[src/rtl/rx_word_aligner_pkg.sv]
// Shared constants for the receive word aligner: K28.5 comma patterns
// (also used by the serdes TX idle generator) and the aligner FSM encoding.
package rx_word_aligner_pkg;

    // K28.5 in both running disparities, bit0 = first bit on the wire
    localparam logic [9:0] K28_5_RDN = 10'h17C;
    localparam logic [9:0] K28_5_RDP = 10'h283;

    // Aligner FSM encoding, kept as plain constants for legacy compatibility
    localparam logic [1:0] ST_LOS  = 2'd0;
    localparam logic [1:0] ST_ACQ  = 2'd1;
    localparam logic [1:0] ST_SYNC = 2'd2;

    // Number of bit offsets searched within the two-word window
    localparam int unsigned NUM_OFFSETS = 10;

    function automatic logic is_comma(
        input logic [9:0] word,
        input logic [9:0] comma_n,
        input logic [9:0] comma_p
    );
        return (word == comma_n) || (word == comma_p);
    endfunction

endpackage

[src/rtl/rx_word_aligner_comma_finder.sv]
// Combinational comma search over every bit offset of a two-word window.
// The lowest matching offset wins.
module comma_finder
    import rx_word_aligner_pkg::*;
#(
    parameter logic [9:0] COMMA_N = K28_5_RDN,
    parameter logic [9:0] COMMA_P = K28_5_RDP
) (
    // Bit 19 of the full {rx_raw, prev} window never falls inside a
    // 10-bit candidate, so only bits 18:0 are brought in.
    input  logic [18:0] win,
    output logic        match,
    output logic [3:0]  match_off
);

    // Scan offsets upward and keep the first hit
    always_comb begin
        match     = 1'b0;
        match_off = '0;
        for (int unsigned k = 0; k < NUM_OFFSETS; k++) begin
            if (!match && is_comma(win[k +: 10], COMMA_N, COMMA_P)) begin
                match     = 1'b1;
                match_off = 4'(k);
            end
        end
    end

endmodule

[src/rtl/rx_word_aligner.sv]
// Receive word aligner: finds K28.5 boundaries in the raw deserializer
// stream, locks the bit offset after several commas and presents aligned
// words to the decoder, dropping sync on excessive decode errors.
module rx_word_aligner
    import rx_word_aligner_pkg::*;
#(
    parameter logic [9:0]  COMMA_N     = K28_5_RDN,
    parameter logic [9:0]  COMMA_P     = K28_5_RDP,
    parameter int unsigned LOCK_CNT    = 3,
    parameter int unsigned ACQ_TIMEOUT = 128,
    parameter int unsigned ERR_MAX     = 4,
    parameter int unsigned GOOD_RUN    = 4
) (
    input  logic       clk_rx,
    input  logic       rst,
    input  logic [9:0] rx_raw,
    input  logic       rx_raw_valid,
    input  logic       code_err_i,
    output logic [9:0] datap_o,
    output logic       datap_valid,
    output logic       link_up,
    output logic [3:0] align_off,
    output logic       comma_det,
    output logic       sync_lost
);

    localparam int unsigned LOCK_W = $clog2(LOCK_CNT + 1);
    localparam int unsigned TO_W   = $clog2(ACQ_TIMEOUT + 1);
    localparam int unsigned ERR_W  = $clog2(ERR_MAX + 1);
    localparam int unsigned GOOD_W = $clog2(GOOD_RUN + 1);

    localparam logic [LOCK_W-1:0] LOCK_LAST = LOCK_W'(LOCK_CNT);
    localparam logic [TO_W-1:0]   TO_LAST   = TO_W'(ACQ_TIMEOUT);
    localparam logic [ERR_W-1:0]  ERR_LAST  = ERR_W'(ERR_MAX);
    localparam logic [GOOD_W-1:0] GOOD_LAST = GOOD_W'(GOOD_RUN);

    logic [1:0]        state_q,       state_d;
    logic [3:0]        align_off_q,   align_off_d;
    logic [LOCK_W-1:0] lock_cnt_q,    lock_cnt_d;
    logic [TO_W-1:0]   timeout_q,     timeout_d;
    logic [ERR_W-1:0]  err_cnt_q,     err_cnt_d;
    logic [GOOD_W-1:0] good_run_q,    good_run_d;
    logic [9:0]        prev_q,        prev_d;
    logic [9:0]        datap_o_q,     datap_o_d;
    logic              datap_valid_q, datap_valid_d;
    logic              comma_det_q,   comma_det_d;
    logic              sync_lost_q,   sync_lost_d;

    logic [18:0] win;
    logic [9:0]  cand;
    logic        match;
    logic [3:0]  match_off;
    logic        err_drop;

    // prev_q holds all of the last word, so rx_raw[9] is only needed there
    assign win = {rx_raw[8:0], prev_q};

    comma_finder #(
        .COMMA_N (COMMA_N),
        .COMMA_P (COMMA_P)
    ) u_comma_finder (
        .win       (win),
        .match     (match),
        .match_off (match_off)
    );

    // Candidate word at the currently selected offset
    always_comb begin
        cand = win[9:0];
        for (int unsigned k = 1; k < NUM_OFFSETS; k++) begin
            if (align_off_q == 4'(k)) cand = win[k +: 10];
        end
    end

    // Next-state logic: decoder error accounting, then per-word FSM
    always_comb begin
        state_d       = state_q;
        align_off_d   = align_off_q;
        lock_cnt_d    = lock_cnt_q;
        timeout_d     = timeout_q;
        err_cnt_d     = err_cnt_q;
        good_run_d    = good_run_q;
        prev_d        = prev_q;
        datap_o_d     = datap_o_q;
        datap_valid_d = 1'b0;
        comma_det_d   = 1'b0;
        sync_lost_d   = 1'b0;
        err_drop      = 1'b0;

        // code_err_i judges the word currently on datap_o, so it is
        // accounted whenever that word is valid, independent of rx_raw_valid
        if (state_q == ST_SYNC && datap_valid_q) begin
            if (code_err_i) begin
                good_run_d = '0;
                if (err_cnt_q + ERR_W'(1) == ERR_LAST) err_drop = 1'b1;
                else                                   err_cnt_d = err_cnt_q + ERR_W'(1);
            end else if (good_run_q + GOOD_W'(1) == GOOD_LAST) begin
                good_run_d = '0;
                if (err_cnt_q != '0) err_cnt_d = err_cnt_q - ERR_W'(1);
            end else begin
                good_run_d = good_run_q + GOOD_W'(1);
            end
        end

        if (err_drop) begin
            state_d     = ST_LOS;
            sync_lost_d = 1'b1;
            err_cnt_d   = '0;
            good_run_d  = '0;
            lock_cnt_d  = '0;
            timeout_d   = '0;
        end

        if (rx_raw_valid) begin
            prev_d      = rx_raw;
            datap_o_d   = cand;
            comma_det_d = match;
            case (state_q)
                ST_LOS: begin
                    if (match) begin
                        state_d     = ST_ACQ;
                        align_off_d = match_off;
                        lock_cnt_d  = LOCK_W'(1);
                        timeout_d   = '0;
                    end
                end
                ST_ACQ: begin
                    if (match && match_off == align_off_q) begin
                        timeout_d = '0;
                        if (lock_cnt_q + LOCK_W'(1) == LOCK_LAST) begin
                            state_d    = ST_SYNC;
                            lock_cnt_d = '0;
                            err_cnt_d  = '0;
                            good_run_d = '0;
                        end else begin
                            lock_cnt_d = lock_cnt_q + LOCK_W'(1);
                        end
                    end else if (match) begin
                        align_off_d = match_off;
                        lock_cnt_d  = LOCK_W'(1);
                        timeout_d   = '0;
                    end else if (timeout_q + TO_W'(1) == TO_LAST) begin
                        state_d    = ST_LOS;
                        lock_cnt_d = '0;
                        timeout_d  = '0;
                    end else begin
                        timeout_d = timeout_q + TO_W'(1);
                    end
                end
                ST_SYNC: begin
                    // the word that triggers loss of sync is not presented
                    datap_valid_d = !err_drop;
                end
                default: begin
                    state_d = ST_LOS;
                end
            endcase
        end
    end

    // State registers with synchronous reset; prev resets to the comma, so
    // the first valid word after reset reports a comma at offset 0
    always_ff @(posedge clk_rx) begin
        if (rst) begin
            state_q       <= ST_LOS;
            align_off_q   <= '0;
            lock_cnt_q    <= '0;
            timeout_q     <= '0;
            err_cnt_q     <= '0;
            good_run_q    <= '0;
            prev_q        <= COMMA_N;
            datap_o_q     <= COMMA_N;
            datap_valid_q <= 1'b0;
            comma_det_q   <= 1'b0;
            sync_lost_q   <= 1'b0;
        end else begin
            state_q       <= state_d;
            align_off_q   <= align_off_d;
            lock_cnt_q    <= lock_cnt_d;
            timeout_q     <= timeout_d;
            err_cnt_q     <= err_cnt_d;
            good_run_q    <= good_run_d;
            prev_q        <= prev_d;
            datap_o_q     <= datap_o_d;
            datap_valid_q <= datap_valid_d;
            comma_det_q   <= comma_det_d;
            sync_lost_q   <= sync_lost_d;
        end
    end

    assign datap_o     = datap_o_q;
    assign datap_valid = datap_valid_q;
    assign link_up     = (state_q == ST_SYNC);
    assign align_off   = align_off_q;
    assign comma_det   = comma_det_q;
    assign sync_lost   = sync_lost_q;

endmodule
[config.mk]
export PLATFORM = sky130hd
export DESIGN_NAME = rx_word_aligner
export DESIGN_NICKNAME = d
export VERILOG_FILES = /design/src/rtl/rx_word_aligner_pkg.sv /design/src/rtl/rx_word_aligner_comma_finder.sv /design/src/rtl/rx_word_aligner.sv
export SDC_FILE = /design/constraint.sdc
export NUM_CORES = 1
export LEC_CHECK = 0
export BUFFER_PORTS_ARGS = -buffer_cell sky130_fd_sc_hd__buf_2
export CAP_MARGIN = 30
export CORE_MARGIN = 3
export CORE_UTILIZATION = 50
export CTS_CLUSTER_DIAMETER = 60
export DETAILED_ROUTE_END_ITERATION = 16
export PLACE_DENSITY = 0.76
export SYNTH_ARGS = -nofsm -noshare
export SYNTH_HDL_FRONTEND = slang
export SYNTH_SLANG_ARGS = --single-unit
[constraint.sdc]
create_clock -name clk_rx -period 4.5 [get_ports clk_rx]
set_clock_uncertainty 0.1 [all_clocks]
set_input_delay 0.225 -clock clk_rx [delete_from_list [all_inputs] [get_ports clk_rx]]
set_output_delay 0.225 -clock clk_rx [all_outputs]
set_load 0.05 [all_outputs]
* Word level (Yosys, flattened, before mapping)
Index checks and enable logic that the tools add are counted.
W data, S select, Z words.
** Cells by class
- Add/sub/neg operators :: 5
- Multipliers :: 0
- Divide/modulo/power cells :: 0
- $lt $le $gt $ge :: 0
- Eq/ne operators :: 37
- Shift-type cells :: 0
- Muxes and demuxes :: 76
- Bitwise logic cells :: 2
- Reduce and logical (&&, ||, !) cells :: 37
** Operators with widths (number)
- $eq A10 B10 Y1 const B :: 10
- $eq A10 B9 Y1 const B :: 10
- $mux W10 :: 9
- $mux W3 :: 22
- $mux W8 :: 6
- $mux W2 :: 16
- $eq A4 B3 Y1 const B :: 4
- $mux W4 :: 4
- $pmux W8 S2 :: 1
- $mux W1 :: 15
- $logic_and A1 B1 Y1 :: 11
- $logic_not A1 Y1 :: 10
- $logic_or A1 B1 Y1 :: 10
- $add A8 B1 Y8 const B :: 1
- $eq A4 B2 Y1 const B :: 2
- $eq A4 B4 Y1 const B :: 2
- $eq A8 B8 Y1 const B :: 1
- $pmux W4 S2 :: 1
- $add A3 B1 Y3 const B :: 2
- $eq A3 B3 Y1 const B :: 2
- $pmux W2 S3 :: 1
- $eq A2 B2 Y1 const B :: 2
- $eq A4 B1 Y1 const B :: 1
- $eq A4 B4 Y1 :: 1
- 12 further kinds :: 13
** Storage, ports and cells
- Register bits after elaboration :: 45
- Bits in latches :: 0
- RAM bits :: 0
- ROM bits :: 0
- Input bits :: 14
- Output and inout port bits :: 18
- Memories :: 0

* Depth between registers and ports, before layout
Gate-level depths: netlist of run 1.
- Word-level depth :: 35
- Gate-level depth with buffers :: 11

* Hierarchy
A second synthesis of run 1 with hierarchy kept.
** Unflattened totals
- Cells, all modules :: 535
- Area, all modules :: 4003.8 um^2
** By module, submodules not included
- rx_word_aligner :: instances 1, cells each 452, area an instance 3492.1 um^2, sequential area each 900.9 um^2
- comma_finder :: instances 1, cells each 83, area an instance 511.7 um^2, sequential area each 0.0 um^2

* Worst setup path after synthesis of run 1
OpenSTA, ideal clock, no wires.
- Path kind :: flip-flop to flip-flop
- Start point :: register align_off_q[1] (netlist: align_off[1])
- End point :: register datap_o_q[0] (netlist: datap_o[0])
- Library setup time :: 0.130 ns
- Data arrival time :: 2.562 ns
- Data required time :: 4.270 ns
- Path slack :: 1.708 ns
- Stages on the path, launching flop included :: 10
- Path buffers :: 2
- Clock period less this slack :: 2.792 ns
- Cell sequence :: dfxtp_1 > clkbuf_8 > nor4b_1 > clkbuf_1 > mux2i_1 > o211ai_1 > o211ai_1 > a31oi_1 > a211oi_1 > o22ai_1
** Between the ends
- Cells in the longest elaborated chain, start to end :: 10
** Ends and longest elaborated chain
- start, declared :: line rx_word_aligner.sv:38 : logic [3:0] align_off_q, align_off_d;
- start signal, assigned :: line rx_word_aligner.sv:178 : align_off_q <= align_off_d;
- $eq A4 B1 Y1 :: line rx_word_aligner.sv:71 : if (align_off_q == 4'(k)) cand = win[k +: 10];
- $mux W10 (8 in series) :: line rx_word_aligner.sv:71
- $mux W10 (*) :: line rx_word_aligner.sv:71
- end signal, assigned :: line rx_word_aligner.sv:184 : datap_o_q <= datap_o_d;
- end, declared :: line rx_word_aligner.sv:44 : logic [9:0] datap_o_q, datap_o_d;
Every way passes the cells marked *; elsewhere a longest branch is shown, timed or not.
A chain may end at the register's enable or synchronous reset.

* Worst setup path after layout of run 1
- Start point :: register prev_q[8]
- End point :: register align_off_q[1] (netlist: align_off[1])
** Between the ends
- Cells in the longest elaborated chain, start to end :: 34
** Ends and longest elaborated chain
- start, declared :: line rx_word_aligner.sv:43 : logic [9:0] prev_q, prev_d;
- start signal, assigned :: line rx_word_aligner.sv:183 : prev_q <= prev_d;
- $eq A10 B9 Y1 / $eq A10 B10 Y1 (equally long branches) :: line rx_word_aligner_pkg.sv:22 : return (word == comma_n) || (word == comma_p);
- $logic_or A1 B1 Y1 :: line rx_word_aligner_pkg.sv:22
- $mux W1 :: line rx_word_aligner_comma_finder.sv:21 : if (!match && is_comma(win[k +: 10], COMMA_N, COMMA_P)) begin
- $logic_not A1 Y1 :: line rx_word_aligner_comma_finder.sv:21
- $logic_and A1 B1 Y1 :: line rx_word_aligner_comma_finder.sv:21
- $mux W1 :: line rx_word_aligner_comma_finder.sv:21
- $logic_not A1 Y1 :: line rx_word_aligner_comma_finder.sv:21
- $logic_and A1 B1 Y1 :: line rx_word_aligner_comma_finder.sv:21
- [... 18 more ...]
- $mux W1 :: line rx_word_aligner_comma_finder.sv:21
- $logic_not A1 Y1 :: line rx_word_aligner_comma_finder.sv:21
- $logic_and A1 B1 Y1 :: line rx_word_aligner_comma_finder.sv:21
- $mux W4 :: line rx_word_aligner_comma_finder.sv:21
- $eq A4 B4 Y1 :: line rx_word_aligner.sv:128 : if (match && match_off == align_off_q) begin
- $logic_and A1 B1 Y1 :: line rx_word_aligner.sv:128
- $ne A2 B2 Y1 (no line)
- $reduce_and A3 Y1 (no line)
Several ways; a longest one is shown, not always the timed one. The select of a mux whose other input is x is not followed.

==> flow_summary.ini, run 1 <==
[power]
total_power_w = 0.0009180
powerDensity_mw_per_mm2 = 239.4
p_leak_nw = 1.401
vdd.ir_drop.worst_uv = 140.7

[setup_path]
slowest_delay_ns = 0.75
cp_num_buf_inv = 0
arrival_ns = 3.49
startpoint_type = register
critPathCaptureType = register
worst_path_max_delay_cell = dfxtp_1
path_max_fanout = 20
required_ns = 4.61
crit_chain = nand2_1 > or3_4 > o41ai_4 > nor4_4 > a211o_1 > a211o_2 > o311ai_4 > mux2_1
crit_family = compound AO/OA/AOI/OAI gates
path_class = register to register

[timing]
hold_slack_ns = 0.05224
finalSetupTns_ns = 0
grt_setup_unrepaired = false
period_needed_ns = 3.384
hold_viol_final = 0
worst_slack_ns = 1.116
final_max_slew_viol_count = 0
min_period_over_period = 0.7519
relSlewSlack = 0.4462
setup_viol_count_final = 0
worst_pin_slew_ns = 0.8307
clock.fmax_ghz = 0.2955

[cells_and_area]
area_growth_pct = 4.075
diodes = 0
fill_cells = 684
finish.utilization = 0.5493
nets = 487
drive_above_1_share = 0.1567

[die]
coreArea_mm2 = 0.006982
fp.dieW_um = 91.85
initial_core_util = 0.5278
dieHeight_um = 91.85
die_area_mm2 = 0.008436
io_pins = 32
row_count = 30

[hold_path]
hp-class = primary input to register

[synth]
ys.flop_type = dfxtp_1
synth_top_area_frac = 0.2445
ys_types = 71
yosysMostFrequentCell = nand2_1
yosysTopAreaCell = dfxtp_1
synth_area_per_cell_um2 = 7.907
synth-edff-count = 0
yosys_register_bits = 45
syn_nets = 488
async_reset_ff_frac = 0
netlist_area_mm2 = 0.003685
synth_area_leaders = dfxtp_1 24%, nand2_1 6.0%, mux2i_1 4.6%
synthCells = 466
yosysSeqAreaShare = 0.2445
yosys_warnings = 0
synth_common_cells = 59 x nand2_1, 45 x dfxtp_1, 34 x nor2_1

[clock_tree]
cts.clk_slew.worst_paths_ns = 0.10
clk_latency_ns = 0.31
cts-buffers-inserted = 5
cts_buffer_depth = 2
cts_tree = built
cts_setup_buffers = 0
hold_buffers = 0
root_buffer = clkbuf_8
clock_sinks = 45
h-tree-depth = 2
cts_resized = 0

[grt]
grt_pass1_vias = 3215
antenna_found_initial = 0
gr-total-overflow = 0
grt_pass1_wl_um = 15860
grt_max_degree = 46
grtUsageTotal = 0.2282

[detailed_routing]
dr.pass1.iters = 5
wl_per_cell_um = 16.89
via_count = 3537
ant_nets = 0
drtIter0Drc = 379
vias_per_cell = 6.294
drc = 0
finalWirelength_um = 9492

[placed_design]
dp_slack_ns = 1.209
portBuffers = 31
dpl.hpwl_um = 6707
gp_congestion = 0.8955

[flow_run]
cap_violations = 0

[status]
status = finished clean
area by class of cell:
| class | instances | area, um^2 | area share |
|---|---|---|---|
| multi-input cells | 367 | 2497 | 0.6512 |
| flip-flops and latches | 45 | 900.9 | 0.2349 |
| repair buffers | 34 | 177.7 | 0.04633 |
| well taps | 96 | 120.1 | 0.03132 |
| clock buffers | 5 | 68.82 | 0.01794 |
| inverters | 12 | 45.04 | 0.01175 |
| clock inverters | 3 | 25.02 | 0.006525 |
sequential cells by signal (all words and copies together), names as in the netlist:
name and flops:
datap_valid 1, sync_lost 1, good_run_q 3, prev_q 10, lock_cnt_q 2, timeout_q 8, align_off 4, err_cnt_q 3
state_q 2, datap_o 10, comma_det 1
report_power, final:
part           switching [W]  internal, W  total (W)  leakage [nW]
registers          0.0000341     0.000416   0.000450         0.367
logic               0.000121    0.0000730   0.000194         0.989
clock network       0.000161     0.000112   0.000274        0.0447
total               0.000316     0.000602   0.000918          1.40
cells in the final DEF (no fill, tap or decap), types with 4 or more instances in the layout:
master    netlist  layout
a211oi_1        6       6
o22ai_1        13      13
a221oi_1        6       6
xnor2_1         5       5
clkbuf_8        4       5
nand4b_1        4       4
and2_1          7       7
ha_1            8       8
nand2_1        59      59
dfxtp_1        45      45
nor2b_1         6       6
mux2i_1        17      17
nand2b_1        5       5
nor3b_1         5       5
nor2_1         34      34
inv_1          11      11
nor3_1         11      11
nor4_1         12      12
buf_2           6      31
o211ai_1       18      18
mux2_2         11      11
o21ai_0        31      31
a31oi_1        11      11
a21oi_1        11      11
a22oi_1         5       5
nand3b_1        4       4
nand3_1         8       8
a211o_1         8       8
per-stage QoR:
stage          cells  area, um^2
6_report         562        3835
4_1_cts          562        3835
3_3_place_gp     554        3741
5_1_grt          562        3835
3_5_place_dp     554        3741
2_1_floorplan    466        3685
worst reg2reg max path: stages, from the launching register on:
cell and delay (ns):
dfxtp_1 0.75, nand2_1 0.21, or3_4 0.42, o41ai_4 0.39
nor4_4 0.12, a211o_1 0.28, a211o_2 0.37, o311ai_4 0.28
mux2_1 0.35
path summary, 6_finish.rpt:
| kind | end | cells after the start | slack, ns | start |
|---|---|---|---|---|
| setup / recovery | align_off[1]$_SDFFE_PP0P_ | 8 | 1.12 | prev_q[8]$_SDFFE_PP1P_ |
| hold / removal | prev_q[9]$_SDFFE_PP0P_ | 3 | 0.05 | rx_raw[9] |
| setup reg to reg | align_off[1]$_SDFFE_PP0P_ | 8 | 1.12 | prev_q[8]$_SDFFE_PP1P_ |
| hold reg to reg | datap_o[5]$_SDFFE_PP1P_ | 2 | 0.40 | datap_o[5]$_SDFFE_PP1P_ |
cell families (layout without fill, tap and decap cells):
family / after synthesis / in the layout / share of synthesized area
buffers and inverters: 54 / 54 / 0.08115
AOI/OAI and AO/OA: 134 / 134 / 0.2615
muxes: 30 / 30 / 0.08591
and+or+nand+nor: 187 / 187 / 0.2788
xor gates and xnor gates: 8 / 8 / 0.02105
DFF: 45 / 45 / 0.2445
adders and majority gates: 8 / 8 / 0.02717
routing by layer:
layer  wire, um  GRT usage
met1       4364     0.3198
met2       4296     0.3540
met3        727    0.04594
met4        104    0.06683
met5          0          0
No activity file was read; power rests on OpenSTA's default activity.
==> run 2, diff against run 1 <==
--- a/config.mk
+++ b/config.mk
@@ -5,13 +5,14 @@
 export SDC_FILE = /design/constraint.sdc
 export NUM_CORES = 1
 export LEC_CHECK = 0
+export ABC_AREA = 1
 export BUFFER_PORTS_ARGS = -buffer_cell sky130_fd_sc_hd__buf_2
 export CAP_MARGIN = 30
 export CORE_MARGIN = 3
 export CORE_UTILIZATION = 50
 export CTS_CLUSTER_DIAMETER = 60
 export DETAILED_ROUTE_END_ITERATION = 16
-export PLACE_DENSITY = 0.76
+export PLACE_DENSITY = 0.78
 export SYNTH_ARGS = -nofsm -noshare
 export SYNTH_HDL_FRONTEND = slang
 export SYNTH_SLANG_ARGS = --single-unit
==> constraint.sdc (replaced) <==
create_clock -name clk_rx -period 2.8 [get_ports clk_rx]
set_clock_uncertainty 0.1 [all_clocks]
set_input_delay 0.14 -clock clk_rx [delete_from_list [all_inputs] [get_ports clk_rx]]
set_output_delay 0.14 -clock clk_rx [all_outputs]
set_load 0.05 [all_outputs]
==> flow_summary.ini, run 2 <==
[status]
status = finished clean

[synth]
ys.flop_type = dfxtp_1
yosysTopAreaCell = dfxtp_1
synth_xor_area_frac = 0.01611
synthCells = 633
synth_fa_ha_area_frac = 0.02630
synth_area_leaders = dfxtp_1 24%, nand2_1 13%, o21ai_0 8.4%
synth-compound-area-share = 0.2643
async_reset_ff_frac = 0
yosys_warnings = 0
synth_mux_area_frac = 0
netlist_area_mm2 = 0.003806
synth_common_cells = 132 x nand2_1, 82 x nor2_1, 64 x o21ai_0
yosys_register_bits = 45
synth_top_area_frac = 0.2367
yosys.area_share.simple = 0.3425
ys_types = 46
yosysMostFrequentCell = nand2_1
synth_area_per_cell_um2 = 6.013
syn_nets = 655
synth_top_family_by_area = simple AND/OR/NAND/NOR gates
yosysSeqAreaShare = 0.2367
synth-edff-count = 0

[setup_path]
reg2reg_from = prev_q[8]$_SDFFE_PP1P_
r2r-end = err_cnt_q[2]$_SDFF_PP0_
path_class = register to register
crit_path_start = prev_q[8]$_SDFFE_PP1P_
path_max_fanout = 10
regToRegSetupSlack_ns = 0.18
arrival_ns = 2.73
required_ns = 2.92
reg2regPathDepth = 17
critPathCaptureType = register
startpoint_type = register
worstSetupEndpoint = err_cnt_q[2]$_SDFF_PP0_

[timing]
hold_viol_final = 0
min_period_over_period = 0.9355
worst_pin_slew_ns = 0.5322
period_needed_ns = 2.619
grt_setup_unrepaired = false
worst_slack_ns = 0.1806
clock.fmax_ghz = 0.3818
setup_viol_count_final = 0
finalSetupTns_ns = 0
relSlewSlack = 0.6452
final_max_slew_viol_count = 0

[cells_and_area]
drive_above_1_share = 0.1439
nets = 681
final_cell_mix = 132 x nand2_1, 82 x nor2_1, 64 x o21ai_0
diodes = 0
area_growth_pct = 9.697
stdcell_count = 759
fill_cells = 751
layout_commonest_cell = nand2_1

[placed_design]
portBuffers = 31
dp_slack_ns = 0.1041
gp_congestion = 1.034
placedCellCount = 750
dpl.hpwl_um = 8811

[clock_tree]
root_buffer = clkbuf_8
cts.clk_slew.worst_paths_ns = 0.10
h-tree-depth = 2
clock_sinks = 45
clk_latency_ns = 0.31
cts-buffers-inserted = 5
cts_buffer_depth = 2
cts_tree = built

[detailed_routing]
wl_per_cell_um = 15.62
finalWirelength_um = 11860
drc = 0
via_count = 4501
drtIter0Drc = 409
vias_per_cell = 5.930
dr.pass1.iters = 7
ant_nets = 0

[die]
initial_core_util = 0.5192
die_area_mm2 = 0.008696
io_pins = 32
coreArea_mm2 = 0.007331
row_count = 31
fp.dieW_um = 93.25
dieHeight_um = 93.25

[grt]
grt_pass1_vias = 4219
grt_pass1_wl_um = 19890
gr-total-overflow = 0
grtUsageTotal = 0.2787
antenna_found_initial = 0
grt_max_degree = 30

[power]
powerDensity_mw_per_mm2 = 377.7
vdd.ir_drop.worst_uv = 288.6
p_leak_nw = 1.806

[hold_path]
hp-class = primary input to register

[flow_run]
cap_violations = 0
-- run 2: cell count changes in the layout (fill, tap and decap cells not counted), moves of 29 or more --
cell     change
a21oi_1     +39
inv_1       +46
nand2_1     +73
nand3_1     +29
nor2_1      +48
o21ai_0     +33
-- run 2: area by class of cell --
cell class	instances	area (um^2)	share of cell area
Clock buffer	5	68.82	0.01648
Clock inverter	3	25.02	0.005993
Inverter	78	299.0	0.07162
Multi-Input combinational cell	482	2477	0.5933
Sequential cell	45	903.4	0.2164
Tap cell	99	123.9	0.02967
Timing Repair Buffer	47	277.8	0.06653
-- run 2: power breakdown --
part | internal (W) | switching (W) | leakage (nW) | total (W)
combinational | 0.000124 | 0.000302 | 1.39 | 0.000426
sequential | 0.000670 | 0.0000372 | 0.368 | 0.000707
clock | 0.000181 | 0.000263 | 0.0447 | 0.000444
total | 0.000975 | 0.000602 | 1.81 | 0.00158
-- run 2: per-layer routing --
layer | global-route usage | vias to the layer above | part of all wire
li1 | - | 2182 | -
met4 | 0.1038 | 0 | 0.028
met2 | 0.4753 | 259 | 0.48
met5 | 0 | - | 0
met1 | 0.3485 | 2021 | 0.40
met3 | 0.04988 | 39 | 0.093
-- run 2: kinds of logic after synthesis --
logic type,Yosys count
buffers and inverters,106
AND/OR/NAND/NOR,292
adder cells (fa/ha/maj),8
XOR/XNOR,7
flip-flops,45
AO/OA/AOI/OAI,175
-- run 2: worst min path at each step --
stage          startpoint                       to  slack [ns]  cells past startpoint
2_1_floorplan   rx_raw[5]   prev_q[5]$_SDFFE_PP1P_        0.17                      2
3_3_place_gp    rx_raw[8]   prev_q[8]$_SDFFE_PP1P_        0.31                      3
3_5_place_dp    rx_raw[8]   prev_q[8]$_SDFFE_PP1P_        0.32                      3
4_1_cts         rx_raw[7]  datap_o[8]$_SDFFE_PP1P_        0.04                      3
5_1_grt         rx_raw[7]  datap_o[8]$_SDFFE_PP1P_        0.08                      3
6_report        rx_raw[7]  datap_o[8]$_SDFFE_PP1P_        0.05                      3
-- run 2: critical path, stage by stage (launching register included) --
cell	delay [ns]
dfxtp_2	0.49
inv_4	0.11
nand2_2	0.11
nor2_1	0.06
nand2_1	0.07
nor2_2	0.05
nor2_4	0.12
inv_1	0.04
nor4_1	0.39
nand2_1	0.15
nand2_1	0.09
nand3_1	0.11
nor2_4	0.16
nand3_4	0.12
inv_2	0.07
nand3_2	0.09
nand2_1	0.13
nor2_1	0.06
-- run 2: stage by stage --
step / hold slack [ns] / utilization / instance area [um^2] / power, W
final: 0.04637 / 0.5696 / 4175 / 0.001577
after detailed placement: 0.3160 / 0.5537 / 4059 / 0.001133
after global placement: 0.3148 / 0.5537 / 4059 / 0.001127
after global routing: 0.07856 / 0.5696 / 4175 / 0.001653
after CTS: 0.04317 / 0.5678 / 4163 / 0.001568
after floorplan: 0.1664 / - / 3806 / 0.001023
-- run 2: repair_timing --
item,CTS,global route
setup endpoints to repair,0,16
hold buffers,1,0
setup buffers,0,0
hold endpoints to repair,1,0
gates resized for setup,0,4
==> run 3, diff against run 2 <==
--- a/config.mk
+++ b/config.mk
@@ -8,9 +8,10 @@
 export ABC_AREA = 1
 export BUFFER_PORTS_ARGS = -buffer_cell sky130_fd_sc_hd__buf_2
 export CAP_MARGIN = 30
+export CORE_ASPECT_RATIO = 0.5
 export CORE_MARGIN = 3
 export CORE_UTILIZATION = 50
-export CTS_CLUSTER_DIAMETER = 60
+export CTS_CLUSTER_DIAMETER = 50
 export DETAILED_ROUTE_END_ITERATION = 16
 export PLACE_DENSITY = 0.78
 export SYNTH_ARGS = -nofsm -noshare
==> flow_summary.ini, run 3 (synthesis results as in run 2) <==
[timing]
setup_viol_count_final = 0
min_period_over_period = 0.9327
grt_setup_unrepaired = false
final_max_slew_viol_count = 0
worst_pin_slew_ns = 0.5571
hold_viol_final = 0
worst_slack_ns = 0.1884
period_needed_ns = 2.612
clock.fmax_ghz = 0.3829
relSlewSlack = 0.6263
finalSetupTns_ns = 0

[hold_path]
min_to = prev_q[8]$_SDFFE_PP1P_
min-delay-start = rx_raw[8]
whs_path_depth = 3
hp-class = primary input to register

[cells_and_area]
nets = 688
layout_commonest_cell = nand2_1
stdcell_count = 759
seq_area_um2 = 903.4
multiInputGateArea_mm2 = 0.002471
final_cell_mix = 132 x nand2_1, 82 x nor2_1, 64 x o21ai_0
fill_cells = 689
drive_above_1_share = 0.1499
diodes = 0
area_growth_pct = 12.46

[placed_design]
portBuffers = 31
dpl.hpwl_um = 8690
gp_congestion = 1.032
dp_slack_ns = 0.1602
placedCellCount = 751

[die]
die_area_mm2 = 0.008759
coreArea_mm2 = 0.007015
initial_core_util = 0.5425
io_pins = 32
fp.dieW_um = 129.4
dieHeight_um = 67.70
row_count = 21

[setup_path]
startpoint_type = register
regToRegSetupSlack_ns = 0.19
critPathCaptureType = register
slowest_delay_ns = 0.44
reg2reg_from = align_off[0]$_SDFFE_PP0P_
arrival_ns = 2.76
crit_chain = inv_1 > nor2_2 > nand2_1 > buf_4 > o21ai_0 > o21ai_0 > a311oi_1 > o22ai_1 > a21oi_1 > o221ai_1 > nand2_1
path_class = register to register
r2r-end = datap_o[6]$_SDFFE_PP1P_
reg2regPathDepth = 11
required_ns = 2.95
worst_path_max_delay_cell = dfxtp_1
path_max_fanout = 15

[flow_run]
cap_violations = 0

[clock_tree]
clock_sinks = 45
root_buffer = clkbuf_16
cts_resized = 0
cts.clk_slew.worst_paths_ns = 0.07
hold_buffers = 0
h-tree-depth = 2
cts_buffer_depth = 2
clk_latency_ns = 0.30
cts_setup_buffers = 0
cts-buffers-inserted = 5
cts_tree = built

[status]
status = finished clean

[detailed_routing]
vias_per_cell = 5.826
finalWirelength_um = 11970
drtIter0Drc = 694
dr.pass1.iters = 6
via_count = 4422
ant_nets = 0
drc = 0
wl_per_cell_um = 15.77

[power]
p_leak_nw = 1.885
vdd.ir_drop.worst_uv = 236.4
powerDensity_mw_per_mm2 = 433.0

[grt]
antenna_found_initial = 0
grt_pass1_vias = 3899
gr-total-overflow = 0
grt_pass1_wl_um = 19410
grtUsageTotal = 0.2805
grt_max_degree = 29
## run 3: critical path: cells and delay by family, from the launching register on
kind / cells / cell delay (ns)
AO/OA/AOI/OAI: 6 / 1.10
AND/OR/NAND/NOR: 3 / 0.55
flip-flops: 1 / 0.44
buffers and inverters: 2 / 0.37
## run 3: where the power goes
group | switching [W] | internal [W]
clock | 0.000281 | 0.000424
sequential | 0.0000349 | 0.000670
combinational | 0.000313 | 0.000130
## run 3: final cells by class
class                           instances  share of cell area
Inverter                               78             0.06899
Tap cell                               92             0.02689
Clock buffer                            6             0.03011
Multi-Input combinational cell        482              0.5773
Sequential cell                        45              0.2110
Clock inverter                          2            0.009062
Timing Repair Buffer                   54             0.07659
## run 3: how the worst max path moves through the flow
stage / start / end
6_report: align_off[0]$_SDFFE_PP0P_ / datap_o[6]$_SDFFE_PP1P_
5_1_grt: align_off[0]$_SDFFE_PP0P_ / datap_o[6]$_SDFFE_PP1P_
4_1_cts: prev_q[8]$_SDFFE_PP1P_ / err_cnt_q[2]$_SDFF_PP0_
3_5_place_dp: prev_q[8]$_SDFFE_PP1P_ / err_cnt_q[2]$_SDFF_PP0_
3_3_place_gp: prev_q[8]$_SDFFE_PP1P_ / err_cnt_q[2]$_SDFF_PP0_
2_1_floorplan: state_q[1]$_SDFF_PP0_ / timeout_q[7]$_SDFF_PP0_
## run 3: metal layers
metal | global-route usage | part of all wire | vias to the layer above
met4 | 0.08770 | 0.021 | 0
met2 | 0.4472 | 0.42 | 254
met5 | 0 | 0 | -
met3 | 0.06319 | 0.11 | 29
li1 | - | - | 2197
met1 | 0.3801 | 0.45 | 1942
## run 3: through the flow
| step | utilization | hold slack (ns) | area [um^2] | total power, W |
|---|---|---|---|---|
| after detailed placement | 0.5859 | 0.3279 | 4110 | 0.001147 |
| after global placement | 0.5859 | 0.3186 | 4110 | 0.001147 |
| after global routing | 0.6101 | 0.03561 | 4280 | 0.001923 |
| final | 0.6101 | 0.02749 | 4280 | 0.001853 |
| after CTS | 0.6098 | 0.02073 | 4278 | 0.001845 |
| after floorplan | - | 0.1664 | 3806 | 0.001023 |
